[src/rtl/adc_pkg.sv]
// Shared types and constants for the ADC sample controller: channel map,
// direction bit positions, FSM states and the one-pole filter step.
package adc_pkg;

    localparam int DATA_W = 12;
    localparam int NUM_CH = 5;
    localparam int CH_W   = 5;

    localparam int CH_JOY_X = 1;
    localparam int CH_JOY_Y = 2;
    localparam int CH_BTN0  = 3;
    localparam int CH_BTN1  = 4;
    localparam int CH_BTN2  = 5;

    localparam int DIR_LEFT  = 0;
    localparam int DIR_RIGHT = 1;
    localparam int DIR_UP    = 2;
    localparam int DIR_DOWN  = 3;

    localparam logic [DATA_W-1:0] AVG_RST = DATA_W'(1 << (DATA_W - 1));

    typedef enum logic [1:0] {
        IDLE     = 2'd0,
        CMD      = 2'd1,
        WAIT_RSP = 2'd2
    } state_t;

    function automatic logic ch_valid(input logic [CH_W-1:0] ch);
        return (ch >= CH_W'(CH_JOY_X)) && (ch <= CH_W'(CH_BTN2));
    endfunction

    // avg + (sample - avg)/4 with floor rounding; result cannot leave 0..4095
    function automatic logic [DATA_W-1:0] filt_step(input logic [DATA_W-1:0] avg,
                                                    input logic [DATA_W-1:0] sample);
        logic signed [DATA_W:0] diff;
        logic signed [DATA_W:0] sum;
        diff = $signed({1'b0, sample}) - $signed({1'b0, avg});
        sum  = $signed({1'b0, avg}) + (diff >>> 2);
        return sum[DATA_W-1:0];
    endfunction

endpackage

[src/rtl/hyst_cmp.sv]
// Registered hysteresis comparator. LOW_ACTIVE=1 flags small values
// (set below SET_THR, clear at/above CLR_THR); LOW_ACTIVE=0 mirrors that for large values.
module hyst_cmp
    import adc_pkg::*;
#(
    parameter logic [DATA_W-1:0] SET_THR    = '0,
    parameter logic [DATA_W-1:0] CLR_THR    = '0,
    parameter bit                LOW_ACTIVE = 1'b1
) (
    input  logic              clk_i,
    input  logic              reset_ni,
    input  logic [DATA_W-1:0] i_val,
    output logic              o_flag
);

    logic r_flag;
    logic w_set;
    logic w_clr;

    assign w_set = LOW_ACTIVE ? (i_val <  SET_THR) : (i_val >  SET_THR);
    assign w_clr = LOW_ACTIVE ? (i_val >= CLR_THR) : (i_val <= CLR_THR);

    always_ff @(posedge clk_i or negedge reset_ni) begin
        if (!reset_ni) begin
            r_flag <= 1'b0;
        end else if (r_flag) begin
            r_flag <= !w_clr;
        end else begin
            r_flag <= w_set;
        end
    end

    assign o_flag = r_flag;

endmodule

[src/rtl/adc_sample_ctrl.sv]
// Requests one ADC conversion per channel change, filters each returned sample
// per channel and derives joystick directions and button states from the averages.
//   state    | meaning
//   IDLE     | wait for a valid channel different from the last one sampled
//   CMD      | cmd_valid_o high until the ADC takes the request
//   WAIT_RSP | wait for the response, abort on wrong channel or timeout
module adc_sample_ctrl
    import adc_pkg::*;
#(
    parameter int TIMEOUT = 63,
    parameter int THR_LO  = 1024,
    parameter int THR_HI  = 3072,
    parameter int HYST    = 128,
    parameter int BTN_THR = 1024
) (
    input  logic                           clk_i,
    input  logic                           reset_ni,
    input  logic [CH_W-1:0]                channel_i,
    output logic                           cmd_valid_o,
    output logic [CH_W-1:0]                cmd_channel_o,
    input  logic                           cmd_ready_i,
    input  logic                           rsp_valid_i,
    input  logic [CH_W-1:0]                rsp_channel_i,
    input  logic [DATA_W-1:0]              rsp_data_i,
    output logic [NUM_CH-1:0][DATA_W-1:0]  avg_o,
    output logic [3:0]                     dir_o,
    output logic [2:0]                     btn_o,
    output logic                           err_o
);

    localparam int TMR_W = $clog2(TIMEOUT + 1);

    state_t                          r_state;
    state_t                          w_next;
    logic                            w_start;
    logic                            w_hs;
    logic                            w_accept;
    logic                            w_fault;
    logic [CH_W-1:0]                 r_last_ch;
    logic [CH_W-1:0]                 r_cmd_ch;
    logic [TMR_W-1:0]                r_tmr;
    logic                            r_err;
    logic [NUM_CH-1:0][DATA_W-1:0]   r_avg;

    always_ff @(posedge clk_i or negedge reset_ni) begin
        if (!reset_ni) begin
            r_state <= IDLE;
        end else begin
            r_state <= w_next;
        end
    end

    always_comb begin
        w_next      = r_state;
        w_start     = 1'b0;
        w_hs        = 1'b0;
        w_accept    = 1'b0;
        w_fault     = 1'b0;
        cmd_valid_o = 1'b0;
        case (r_state)
            IDLE: begin
                if (ch_valid(channel_i) && (channel_i != r_last_ch)) begin
                    w_start = 1'b1;
                    w_next  = CMD;
                end
            end
            CMD: begin
                cmd_valid_o = 1'b1;
                if (cmd_ready_i) begin
                    w_hs   = 1'b1;
                    w_next = WAIT_RSP;
                end
            end
            WAIT_RSP: begin
                // a response on the expiry edge still counts
                if (rsp_valid_i) begin
                    w_accept = (rsp_channel_i == r_cmd_ch);
                    w_fault  = (rsp_channel_i != r_cmd_ch);
                    w_next   = IDLE;
                end else if (r_tmr == '0) begin
                    w_fault = 1'b1;
                    w_next  = IDLE;
                end
            end
            default: begin
                w_next = IDLE;
            end
        endcase
    end

    always_ff @(posedge clk_i or negedge reset_ni) begin
        if (!reset_ni) begin
            r_last_ch <= '0;
            r_cmd_ch  <= '0;
            r_tmr     <= '0;
            r_err     <= 1'b0;
            r_avg     <= {NUM_CH{AVG_RST}};
        end else begin
            r_err <= w_fault;
            if (w_start) begin
                r_cmd_ch <= channel_i;
            end
            if (w_hs) begin
                r_tmr <= TMR_W'(TIMEOUT - 1);
            end else if ((r_state == WAIT_RSP) && (r_tmr != '0)) begin
                r_tmr <= r_tmr - 1'b1;
            end
            if (w_accept) begin
                r_last_ch <= r_cmd_ch;
            end
            for (int i = 0; i < NUM_CH; i++) begin
                if (w_accept && (r_cmd_ch == CH_W'(i + 1))) begin
                    r_avg[i] <= filt_step(r_avg[i], rsp_data_i);
                end
            end
        end
    end

    assign cmd_channel_o = r_cmd_ch;
    assign err_o         = r_err;
    assign avg_o         = r_avg;

    hyst_cmp #(
        .SET_THR   (DATA_W'(THR_LO)),
        .CLR_THR   (DATA_W'(THR_LO + HYST)),
        .LOW_ACTIVE(1'b1)
    ) u_left (
        .clk_i   (clk_i),
        .reset_ni(reset_ni),
        .i_val   (r_avg[CH_JOY_X-1]),
        .o_flag  (dir_o[DIR_LEFT])
    );

    hyst_cmp #(
        .SET_THR   (DATA_W'(THR_HI)),
        .CLR_THR   (DATA_W'(THR_HI - HYST)),
        .LOW_ACTIVE(1'b0)
    ) u_right (
        .clk_i   (clk_i),
        .reset_ni(reset_ni),
        .i_val   (r_avg[CH_JOY_X-1]),
        .o_flag  (dir_o[DIR_RIGHT])
    );

    hyst_cmp #(
        .SET_THR   (DATA_W'(THR_LO)),
        .CLR_THR   (DATA_W'(THR_LO + HYST)),
        .LOW_ACTIVE(1'b1)
    ) u_up (
        .clk_i   (clk_i),
        .reset_ni(reset_ni),
        .i_val   (r_avg[CH_JOY_Y-1]),
        .o_flag  (dir_o[DIR_UP])
    );

    hyst_cmp #(
        .SET_THR   (DATA_W'(THR_HI)),
        .CLR_THR   (DATA_W'(THR_HI - HYST)),
        .LOW_ACTIVE(1'b0)
    ) u_down (
        .clk_i   (clk_i),
        .reset_ni(reset_ni),
        .i_val   (r_avg[CH_JOY_Y-1]),
        .o_flag  (dir_o[DIR_DOWN])
    );

    for (genvar g = 0; g < 3; g++) begin : g_btn
        hyst_cmp #(
            .SET_THR   (DATA_W'(BTN_THR)),
            .CLR_THR   (DATA_W'(BTN_THR + HYST)),
            .LOW_ACTIVE(1'b1)
        ) u_btn (
            .clk_i   (clk_i),
            .reset_ni(reset_ni),
            .i_val   (r_avg[CH_BTN0-1+g]),
            .o_flag  (btn_o[g])
        );
    end

endmodule

[config.mk]
export PLATFORM = sky130hd
export DESIGN_NAME = adc_sample_ctrl
export DESIGN_NICKNAME = d
export VERILOG_FILES = /design/src/rtl/adc_pkg.sv /design/src/rtl/hyst_cmp.sv /design/src/rtl/adc_sample_ctrl.sv
export SDC_FILE = /design/constraint.sdc
export NUM_CORES = 1
export LEC_CHECK = 0
export BUFFER_PORTS_ARGS = -buffer_cell sky130_fd_sc_hd__buf_2
export CAP_MARGIN = 20
export CORE_ASPECT_RATIO = 0.7
export CORE_MARGIN = 3
export CORE_UTILIZATION = 61
export CTS_CLUSTER_DIAMETER = 30
export DETAILED_ROUTE_END_ITERATION = 7
export PLACE_DENSITY = 0.83
export SYNTH_ARGS = -nofsm -noshare
export SYNTH_HDL_FRONTEND = slang
export SYNTH_HIERARCHICAL = 1
export SYNTH_SLANG_ARGS = --single-unit
[constraint.sdc]
create_clock -name clk_i -period 8.3 [get_ports clk_i]
set_clock_uncertainty 0.1 [all_clocks]
set_input_delay 0.83 -clock clk_i [delete_from_list [all_inputs] [get_ports clk_i]]
set_output_delay 0.83 -clock clk_i [all_outputs]
set_load 0.05 [all_outputs]
=== Word level (Yosys, flattened, before mapping) ===
Index checks and enable logic that the tools add are counted.

* Flip-flop bits (word level): 86
* Input bits: 26

* $add $sub $neg: 11
* $lt $le $gt $ge: 16
* Eq/ne operators: 13
* Mux-type cells: 24
* Reductions and logical operators: 20

{| class="wikitable"
|+ Operators with widths
! kind !! number
|-
| $sub A12 B12 Y13 || 5
|-
| $add A12 B11 Y12 || 5
|-
| $ge A12 B11 Y1 const B || 5
|-
| $lt A12 B11 Y1 const B || 5
|-
| $gt A12 B12 Y1 const B || 2
|-
| $le A12 B12 Y1 const B || 2
|-
| $mux W1 || 17
|-
| $mux W6 || 2
|-
| $eq A5 B2 Y1 const B || 2
|-
| $eq A5 B3 Y1 const B || 2
|-
| $ne A5 B5 Y1 || 2
|-
| $logic_and A1 B1 Y1 || 8
|-
| $mux W2 || 4
|-
| $logic_not A1 Y1 || 7
|-
| $logic_not A6 Y1 || 1
|-
| $pmux W2 S3 || 1
|-
| $reduce_bool A6 Y1 || 1
|-
| $sub A6 B1 Y6 const B || 1
|-
| $eq A5 B1 Y1 const B || 1
|-
| $eq A5 B5 Y1 || 1
|-
| $ge A5 B1 Y1 const B || 1
|-
| $le A5 B3 Y1 const B || 1
|-
| $ne A2 B2 Y1 const B || 2
|-
| $ne A3 B3 Y1 const B || 1
|-
| 5 further kinds || 5
|}

=== Depth between registers and ports, before layout ===
Gate-level depths: netlist of the first run.

* Word-level depth: 5
* Depth in mapped cells: 18
* Mapped depth without buffers: 18

=== Cells and area by module ===
Netlist of the first run, hierarchy kept.

{| class="wikitable"
|+ Modules (own cells, without submodules)
! module !! times used !! cells each !! area an instance (um2) !! seq. area each (um2)
|-
| adc_sample_ctrl || 1 || 879 || 7602.3 || 1983.2
|-
| hyst_cmp (g_btn[0].u_btn ...) || 5 || 3 || 40.0 || 25.0
|-
| hyst_cmp (u_down ...) || 2 || 8 || 77.6 || 25.0
|}

=== Worst setup path after synthesis of the first run ===
Ideal clock, no wire load.

* Kind: input -> register
* Start point: input port rsp_data_i[1]
* End point: register r_avg, in the netlist avg_o[11]
* Library setup time: 0.076 ns
* Arrival: 4.017 ns
* Required time: 8.124 ns
* Slack: 4.107 ns
* Stages on the path: 15
* Buffers on the path: 0
* Path through: ha_1 > a2111oi_2 > o31a_1 > o21bai_1 > a21oi_1 > a21oi_1 > a21oi_1 > xnor2_1 > ha_1 > nand3_1 > a211oi_1 > a2111oi_0 > a21oi_1 > mux2i_1 > xnor2_1

* Cells in the longest elaborated chain, start to end: 2

{| class="wikitable"
|+ Ends and longest elaborated chain
! element !! line !! source
|-
| start: declaration || adc_sample_ctrl.sv:24 || <nowiki>input logic [DATA_W-1:0] rsp_data_i,</nowiki>
|-
| $sub A12 B12 Y13 || adc_pkg.sv:37 || <nowiki>diff = $signed({1'b0, sample}) - $signed({1'b0, avg});</nowiki>
|-
| $add A12 B11 Y12 || adc_pkg.sv:38 || <nowiki>sum = $signed({1'b0, avg}) + (diff >>> 2);</nowiki>
|-
| end signal: assignment || adc_sample_ctrl.sv:97 || <nowiki>r_avg <= {NUM_CH{AVG_RST}};</nowiki>
|-
| end signal: indexed assignment || adc_sample_ctrl.sv:113 || <nowiki>r_avg[i] <= filt_step(r_avg[i], rsp_data_i);</nowiki>
|-
| end: declaration || adc_sample_ctrl.sv:43 || <nowiki>logic [NUM_CH-1:0][DATA_W-1:0] r_avg;</nowiki>
|}

No other way between the ends.
A chain may end at the register's enable or synchronous reset.

=== Worst setup path after layout of the first run ===
Ends and elaborated chain as after synthesis.

==> results of run 1 <==
## routing by layer
metal  vias to the layer above  global-route usage
li1                       3421                   -
met1                      3269               0.389
met2                       212               0.437
met3                        30              0.0500
met4                         0              0.0767
met5                         -                   0
## through the flow
step	utilization	instances	hold slack (ps)
2_1_floorplan	-	910	389
3_3_place_gp	0.684	1160	391
3_5_place_dp	0.684	1160	399
4_1_cts	0.711	1176	381
5_1_grt	0.711	1176	406
6_report	0.711	1176	359
## report_power, final
part / total, mW / switching (mW) / internal, mW
Sequential: 0.487 / 0.0413 / 0.446
Combinational: 0.419 / 0.254 / 0.166
Clock: 0.468 / 0.178 / 0.290
Total: 1.37 / 0.473 / 0.901
## logic make-up after synthesis
family | share of synthesized area
buffers and inverters | 0.0442
flip-flops | 0.271
AO/OA/AOI/OAI | 0.194
AND/OR/NAND/NOR | 0.160
adder cells (fa/ha/maj) | 0.195
multiplexers | 0.0253
XOR/XNOR | 0.110
## state kept, by name, indices dropped and copies added, names as in the netlist
| register | count |
|---|---|
| avg_o | 60 |
| cmd_channel_o | 5 |
| err_o | 1 |
| g_btn.u_btn/o_flag | 3 |
| r_last_ch | 5 |
| r_state | 2 |
| r_tmr | 6 |
| u_down/o_flag | 1 |
| u_left/o_flag | 1 |
| u_right/o_flag | 1 |
| u_up/o_flag | 1 |
## worst min-delay path by stage
stage / start / endpoint / slack, ps / depth (start not counted)
finish: reset_ni / avg_o[2] / 360 / 1
global route: reset_ni / avg_o[2] / 410 / 1
global placement: avg_o[35] / g_btn[0].u_btn/o_flag / 390 / 1
floorplan: r_tmr[5] / r_tmr[5] / 390 / 2
detailed placement: avg_o[35] / g_btn[0].u_btn/o_flag / 400 / 1
CTS: reset_ni / avg_o[2] / 380 / 1
## cell usage after synthesis (11+ instances only)
cell	count	area (um^2)
ha_1	116	1450
nand2b_1	19	119
inv_1	79	297
a211oi_1	11	82.6
o21ai_0	75	375
mux2_2	17	191
nand2_1	73	274
nor3_1	22	110
nor2b_1	17	106
a21o_1	22	165
nor2_1	68	255
a21oi_1	59	295
o21a_1	12	90.1
dfrtp_1	81	2030
xor2_1	37	324
xnor2_1	63	552
## worst max-delay path, stage by stage
cell       delay [ps]
buf_2             150
ha_1              330
a2111oi_2         430
o31a_1            240
o21bai_1          110
a21oi_1           350
a21oi_1           180
a21oi_1           200
xnor2_1           170
ha_1              330
nand3_1           120
a211oi_1           60
a2111oi_0         670
a21oi_1           160
mux2i_1           220
xnor2_1           140
## layout make-up
cell class | instances | share of cell area
Multi-Input combinational cell | 733 | 0.608
Tap cell | 162 | 0.0226
Inverter | 79 | 0.0331
Clock buffer | 12 | 0.0298
Sequential cell | 86 | 0.241
Clock inverter | 4 | 0.00852
Timing Repair Buffer | 100 | 0.0565
==> flow_metrics.py, run 1 <==
metrics = {
    "sta": {
        "worst_slack_ps": 3790,
        "setup_violations": 0,
        "fin_tns_setup_ps": 0,
        "worst_pin_slew_ps": 1020,
        "layout_min_cycle_time_ps": 4510,
        "fmax_mhz": 222,
        "finalCritPeriodShare": 0.544,
        "final_max_slew_viol_count": 0,
        "hold_viol": 0,
        "relSlewSlack": 0.317,
        "rsz0062_at_grt": "no",
    },
    "pwr": {
        "irDropWorstVdd_v": 0.000115,
        "total_power_mw": 1.37,
        "leakage_nw": 4.32,
        "power.density_nw_per_um2": 153,
    },
    "synthesis": {
        "syn_inst": 910,
        "synthArstFlopShare": 1.00,
        "syn-cell-area_um2": 7960,
        "synth-edff-count": 0,
        "synth_top_flop_cell": "dfrtp_1",
        "synth-seq-area-share": 0.271,
        "synth-seq-cells": 86,
        "avgSynthCellArea_um2": 8.74,
        "synthesis.nets": 1057,
        "ys_types": 66,
        "yosys_warnings": 6,
    },
    "die": {
        "initial_core_util": 0.632,
        "die_area_um2": 14500,
        "die_x_um": 143,
        "pin_count": 100,
        "fp-row-count": 34,
        "core_um2": 12600,
        "dieHeight_um": 102,
    },
    "final_layout": {
        "mostFrequentLayoutCells": "ha_1, buf_2, dfrtp_1",
        "drive_gt1_frac": 0.157,
        "fillers": 1002,
        "antenna_cells": 0,
        "area_growth_pct": 12.5,
        "multiInputGateArea_um2": 5450,
        "regArea_um2": 2160,
        "layout.nets": 1156,
        "final_area_um2": 8950,
        "layout_commonest_cell": "ha_1",
    },
    "clock_network": {
        "cts_buffer_depth": 2,
        "cts_tree": "yes",
        "cts_buffers": 9,
        "holdBufCountCts": 0,
        "clkTransAtPathRegs_ps": 60,
        "insertion_delay_ps": 350,
        "post_cts_buffers": 0,
        "clockRootBuffer": "clkbuf_16",
        "numClockSinks": 86,
        "cts_resized": 0,
        "htreeDepth": 3,
    },
    "drt": {
        "routed_wirelength_um": 19200,
        "first_pass_iters": 5,
        "post_drt_via_cell_ratio": 5.89,
        "met1_length_um": 9370,
        "wl_met3_um": 1190,
        "topRoutingLayerUsed": "met4",
        "routedWlPerCell_um": 16.3,
        "drc": 0,
        "ant_nets": 0,
        "drtIter0Drc": 341,
        "vias": 6932,
        "dr_wl_met2_um": 8320,
    },
    "placed_design": {
        "preCtsSetupSlack_ps": 3490,
        "io_buffers": 99,
        "gp_congestion": 0.896,
        "hpwl_um": 14800,
        "placed_area_um2": 8610,
    },
    "global_routing": {
        "grt_antenna_before_repair": 0,
        "grt_max_degree": 46,
        "grt_pass1_wl_um": 32400,
        "grt_pass1_vias": 6755,
        "grt_overflow": 0,
        "grt.total_usage": 0.275,
    },
    "setup_path": {
        "critPathKind": "in -> reg",
        "crit_path_end_kind": "flop",
        "cp_data_required_time_ps": 8470,
        "critPathMaxFanout": 5,
        "crit_start": "rsp_data_i[1]",
        "worstRegToRegCells": 16,
        "crit_path_start_kind": "input port",
        "r2r_slack_ps": 3910,
        "cp-endpoint": "avg_o[11]",
        "worstReg2RegEnd": "avg_o[11]",
        "reg2reg_from": "avg_o[1]",
        "worstPathArrival_ps": 4680,
    },
    "run": {
        "drv_cap": 0,
    },
    "hold_path": {
        "hp-class": "in -> async",
    },
    "run_status": {
        "outcome": "complete, no violations",
    },
}
(Power assumes the default switching activity.)
==> run 2: changes to the inputs <==
Settings changed: CORE_UTILIZATION 61 to 54, PLACE_DENSITY 0.83 to 0.78.
Clock period 8.3 ns to 3.8 ns, I/O delays scaled along.
==> run 2 against run 1 <==
- global-route usage fell by 3.0 points
- highest routed layer unchanged
- power increased by 120%
- cell count is 4.3% higher
- hold slack lost 290 ps
- flip-flop and latch count stayed put
- critical path type is now reg -> reg
- clock-buffer cell count fell by 3
- non-clock buffer count rose by 23
- final area up 3.8%
==> flow_metrics.py, run 2 (synthesis results as in run 1) <==
metrics = {
    "run_status": {
        "outcome": "complete, no violations",
    },
    "global_routing": {
        "grt_overflow": 0,
        "grt_pass1_wl_um": 32000,
        "top_usage_layer": "met2",
        "grt_use_met2": 0.382,
        "grt.total_usage": 0.245,
        "grt_pass1_vias": 6499,
        "use_met1": 0.362,
        "met3_usage": 0.0345,
        "grt_max_degree": 67,
        "grt_antenna_before_repair": 0,
    },
    "setup_path": {
        "critPathKind": "reg -> reg",
        "critical-path-top-delay-family": "compound AO/OA/AOI/OAI gates",
        "worstPathArrival_ps": 3870,
        "crit_path_start_kind": "flop",
        "cp.depth": 17,
        "critPathMaxFanout": 4,
        "cp_num_buf_inv": 1,
        "r2r_slack_ps": 100,
        "cp-endpoint": "avg_o[59]",
        "max_stage_delay_ps": 440,
        "worstRegToRegCells": 17,
        "crit_path_top_delay_cell": "dfrtp_2",
        "worstReg2RegEnd": "avg_o[59]",
        "reg2reg_from": "avg_o[50]",
        "cp_data_required_time_ps": 3980,
        "crit_path_end_kind": "flop",
        "path_cells": "inv_2 -> ha_4 -> a21o_1 -> a31o_1 -> a211o_4 -> or3_2 -> a21oi_2 -> nor2_1 -> ha_1 -> and2_4 -> o21ai_2 -> o311ai_4 -> a21o_2 -> a21o_1 -> xnor2_1 -> nor2_1 -> xnor2_1",
        "crit_start": "avg_o[50]",
    },
    "final_layout": {
        "final_area_um2": 9290,
        "mostFrequentLayoutCells": "ha_1, buf_2, inv_1",
        "drive_gt1_frac": 0.199,
        "largest_reg_flops": 60,
        "fillers": 1173,
        "area_growth_pct": 16.8,
        "layout.nets": 1179,
        "stdcell_count": 1227,
        "antenna_cells": 0,
        "layout_commonest_cell": "ha_1",
    },
    "clock_network": {
        "numClockSinks": 86,
        "htreeDepth": 3,
        "clockRootBuffer": "clkbuf_16",
        "holdBufCountCts": 0,
        "cts_tree": "yes",
        "cts_buffer_depth": 2,
        "insertion_delay_ps": 350,
        "cts_buffers": 9,
        "clkTransAtPathRegs_ps": 70,
    },
    "drt": {
        "drc": 0,
        "post_drt_via_cell_ratio": 5.63,
        "routed_wirelength_um": 19500,
        "ant_nets": 0,
        "first_pass_iters": 5,
        "vias": 6906,
        "routedWlPerCell_um": 15.9,
        "drtIter0Drc": 325,
    },
    "sta": {
        "layout_min_cycle_time_ps": 3700,
        "relSlewSlack": 0.410,
        "fmax_mhz": 270,
        "worst_pin_slew_ps": 884,
        "setup_violations": 0,
        "rsz0062_at_grt": "yes",
        "final_max_slew_viol_count": 0,
        "finalCritPeriodShare": 0.973,
        "hold_viol": 0,
    },
    "pwr": {
        "irDropWorstVdd_v": 0.000202,
        "power.density_nw_per_um2": 323,
        "leakage_nw": 4.48,
    },
    "die": {
        "fp-row-count": 36,
        "dieHeight_um": 108,
        "die_x_um": 151,
        "die_area_um2": 16300,
        "pin_count": 100,
        "core_um2": 14100,
        "initial_core_util": 0.563,
    },
    "placed_design": {
        "gp_congestion": 0.910,
        "placed_area_um2": 8810,
        "hpwl_um": 15100,
        "io_buffers": 99,
        "dp_cells": 1207,
    },
    "hold_path": {
        "hp-class": "in -> async",
    },
    "run": {
        "drv_cap": 0,
    },
}
==> run 2: cell count changes in the layout (fill, tap and decap cells not counted), sizes merged <==
cell / before / now
clkinv: 0 / 2
clkbuf: 12 / 9
inv: 80 / 81
buf: 100 / 123
==> run 2: how the worst min path moves through the flow <==
stage / from / slack (ps) / to
floorplan: reset_ni / -20 / avg_o[0]
global placement: avg_o[35] / 400 / g_btn[0].u_btn/o_flag
detailed placement: avg_o[35] / 410 / g_btn[0].u_btn/o_flag
CTS: reset_ni / 90 / cmd_channel_o[0]
global route: reset_ni / 130 / avg_o[48]
finish: reset_ni / 70 / avg_o[2]
==> run 2: repair_timing <==
action | CTS | global route
setup buffers | 0 | 4
resized for setup | 0 | 32
endpoints found under the hold margin | 0 | 0
setup endpoints to repair | 0 | 8
==> run 2: metal layers <==
metal | share of wire | routed length, um
met5 | 0 | 0
met3 | 0.053 | 1030
met1 | 0.50 | 9760
met2 | 0.43 | 8440
met4 | 0.016 | 308
==> run 2: through the flow <==
stage	hold slack (ps)	setup slack, ps	setup TNS (ps)	utilization	power (mW)
after floorplan	-15.6	-7.59	-7.59	-	1.77
final	67.5	102	0	0.657	3.00
after global placement	399	45.3	0	0.623	1.98
after global routing	130	-80.0	-113	0.657	3.18
after CTS	92.1	39.4	0	0.646	3.00
after detailed placement	411	-57.4	-85.1	0.623	2.00
==> run 2: area by class of cell <==
cell class	instances	area (um^2)	share of cell area
clock inverter	7	105	0.0113
sequential	86	2160	0.233
inverter	79	297	0.0319
timing repair buffer	123	678	0.0730
multi-input combinational	733	5590	0.601
clock buffer	9	225	0.0242
tap	190	238	0.0256
==> run 2: power by group <==
| part | internal, mW | switching, mW |
|---|---|---|
| logic | 0.383 | 0.570 |
| registers | 0.973 | 0.0889 |
| clock network | 0.585 | 0.400 |
| total | 1.94 | 1.06 |
==> run 2: worst reg2reg max path, cell delays in order (launching register included) <==
cell and delay (ps):
dfrtp_2 440, inv_2 70, ha_4 200, a21o_1 170, a31o_1 210, a211o_4 360, or3_2 430, a21oi_2 140
nor2_1 70, ha_1 210, and2_4 150, o21ai_2 170, o311ai_4 120, a21o_2 220, a21o_1 180, xnor2_1 120
nor2_1 130, xnor2_1 130
==> run 3: changes to the inputs <==
Settings changed: CTS_BUF_LIST set to sky130_fd_sc_hd__clkbuf_16, SKIP_LAST_GASP set to 1.
==> run 3 against run 2 <==
- clock power is essentially flat
- fmax shrank 0.26%
- sequential share of layout area is essentially flat
- final area is essentially flat
- critical path type unchanged
- largest cell class unchanged
- largest power group unchanged
- highest routed layer unchanged
==> flow_metrics.py, run 3 (synthesis results as in run 1) <==
metrics = {
    "run_status": {
        "outcome": "complete, no violations",
    },
    "final_layout": {
        "antenna_cells": 0,
        "largest_reg_flops": 60,
        "fillers": 1174,
        "layout.nets": 1179,
        "final_area_um2": 9290,
        "fin_util": 0.657,
        "regArea_um2": 2160,
        "multiInputGateArea_um2": 5580,
        "layout_commonest_cell": "ha_1",
        "area_growth_pct": 16.7,
        "mostFrequentLayoutCells": "ha_1, buf_2, inv_1",
        "drive_gt1_frac": 0.197,
    },
    "die": {
        "die_area_um2": 16300,
        "core_um2": 14100,
        "initial_core_util": 0.563,
        "die_x_um": 151,
        "fp-row-count": 36,
        "dieHeight_um": 108,
        "pin_count": 100,
    },
    "clock_network": {
        "cts_tree": "yes",
        "clockRootBuffer": "clkbuf_16",
        "clkTransAtPathRegs_ps": 70,
        "insertion_delay_ps": 350,
        "cts_buffers": 9,
        "numClockSinks": 86,
        "htreeDepth": 3,
        "cts_buffer_depth": 2,
    },
    "drt": {
        "drc": 0,
        "routed_wirelength_um": 19500,
        "vias": 6886,
        "ant_nets": 0,
        "post_drt_via_cell_ratio": 5.61,
        "routedWlPerCell_um": 15.9,
        "first_pass_iters": 5,
        "drtIter0Drc": 342,
    },
    "pwr": {
        "power.density_nw_per_um2": 323,
        "leakage_nw": 4.47,
        "total_power_mw": 3.00,
        "irDropWorstVdd_v": 0.000203,
    },
    "run": {
        "drv_cap": 0,
    },
    "global_routing": {
        "grt_max_degree": 67,
        "grt_pass1_vias": 6499,
        "grt_pass1_wl_um": 32000,
        "grt_overflow": 0,
        "grt_antenna_before_repair": 0,
        "grt.total_usage": 0.245,
    },
    "setup_path": {
        "worstPathArrival_ps": 3890,
        "critPathMaxFanout": 4,
        "cp_data_required_time_ps": 3980,
        "crit_path_start_kind": "flop",
        "crit_path_end_kind": "flop",
        "critPathKind": "reg -> reg",
    },
    "sta": {
        "fin_tns_setup_ps": 0,
        "worst_pin_slew_ps": 893,
        "worst_slack_ps": 92.6,
        "finalCritPeriodShare": 0.976,
        "hold_viol": 0,
        "relSlewSlack": 0.404,
        "final_max_slew_viol_count": 0,
        "layout_min_cycle_time_ps": 3710,
        "setup_violations": 0,
        "rsz0062_at_grt": "yes",
        "fmax_mhz": 270,
    },
    "placed_design": {
        "preCtsSetupSlack_ps": -57.4,
        "hpwl_um": 15100,
        "io_buffers": 99,
        "gp_congestion": 0.910,
        "placed_area_um2": 8810,
    },
    "hold_path": {
        "hp-class": "in -> async",
    },
}
[run 3: cell counts in the layout (fill, tap and decap cells not counted)]
Identical to the previous run, type by type.
[run 3: metrics by stage]
step           hold WS (ps)  cells
2_1_floorplan         -15.6    910
3_3_place_gp            399   1207
3_5_place_dp            411   1207
4_1_cts                92.1   1223
5_1_grt                 130   1227
6_report               70.7   1227
[run 3: layout make-up]
cell class	instances	share of cell area
Tap cell	190	0.0256
Multi-Input combinational cell	733	0.601
Sequential cell	86	0.233
Inverter	79	0.0319
Clock buffer	9	0.0243
Clock inverter	7	0.0113
Timing Repair Buffer	123	0.0730
[run 3: report_power, final]
group,switching (mW),leakage [nW],total [mW],internal (mW)
clock network,0.402,0.158,0.988,0.586
logic,0.570,3.18,0.952,0.382
registers,0.0883,1.13,1.06,0.973
total,1.06,4.47,3.00,1.94
[run 3: per-layer routing]
| layer | vias to the layer above | GRT usage | part of all wire |
|---|---|---|---|
| met1 | 3227 | 0.362 | 0.50 |
| met2 | 163 | 0.382 | 0.43 |
| met5 | - | 0 | 0 |
| met3 | 23 | 0.0345 | 0.047 |
| li1 | 3473 | - | - |
| met4 | 0 | 0.0556 | 0.015 |
[run 3: what timing repair did]
item | CTS | global route
setup endpoints to repair | 0 | 8
gates resized for setup | 0 | 30
hold buffers | 0 | 0
setup buffers | 0 | 4
[run 3: worst paths after layout]
check / startpoint / slack, ps / depth (start not counted) / end
setup / recovery: avg_o[50] / 90 / 17 / avg_o[59]
hold / removal: reset_ni / 70 / 1 / avg_o[2]
setup reg to reg: avg_o[50] / 90 / 17 / avg_o[59]
hold reg to reg: avg_o[23] / 420 / 1 / avg_o[23]
max in group asynchronous: reset_ni / 2720 / 2 / avg_o[16]
min in group clk_i: cmd_ready_i / 120 / 2 / r_tmr[0]
[run 3: worst max-delay path, stage by stage (launching register included)]
cell and delay [ps]:
dfrtp_2 440, inv_2 70, ha_4 200, a21o_1 170
a31o_1 210, a211o_4 360, or3_2 430, a21oi_2 140
nor2_1 70, ha_1 210, and2_1 160, o21ai_2 180
o311ai_4 120, a21o_2 220, a21o_1 180, xnor2_1 120
nor2_1 130, xnor2_1 130
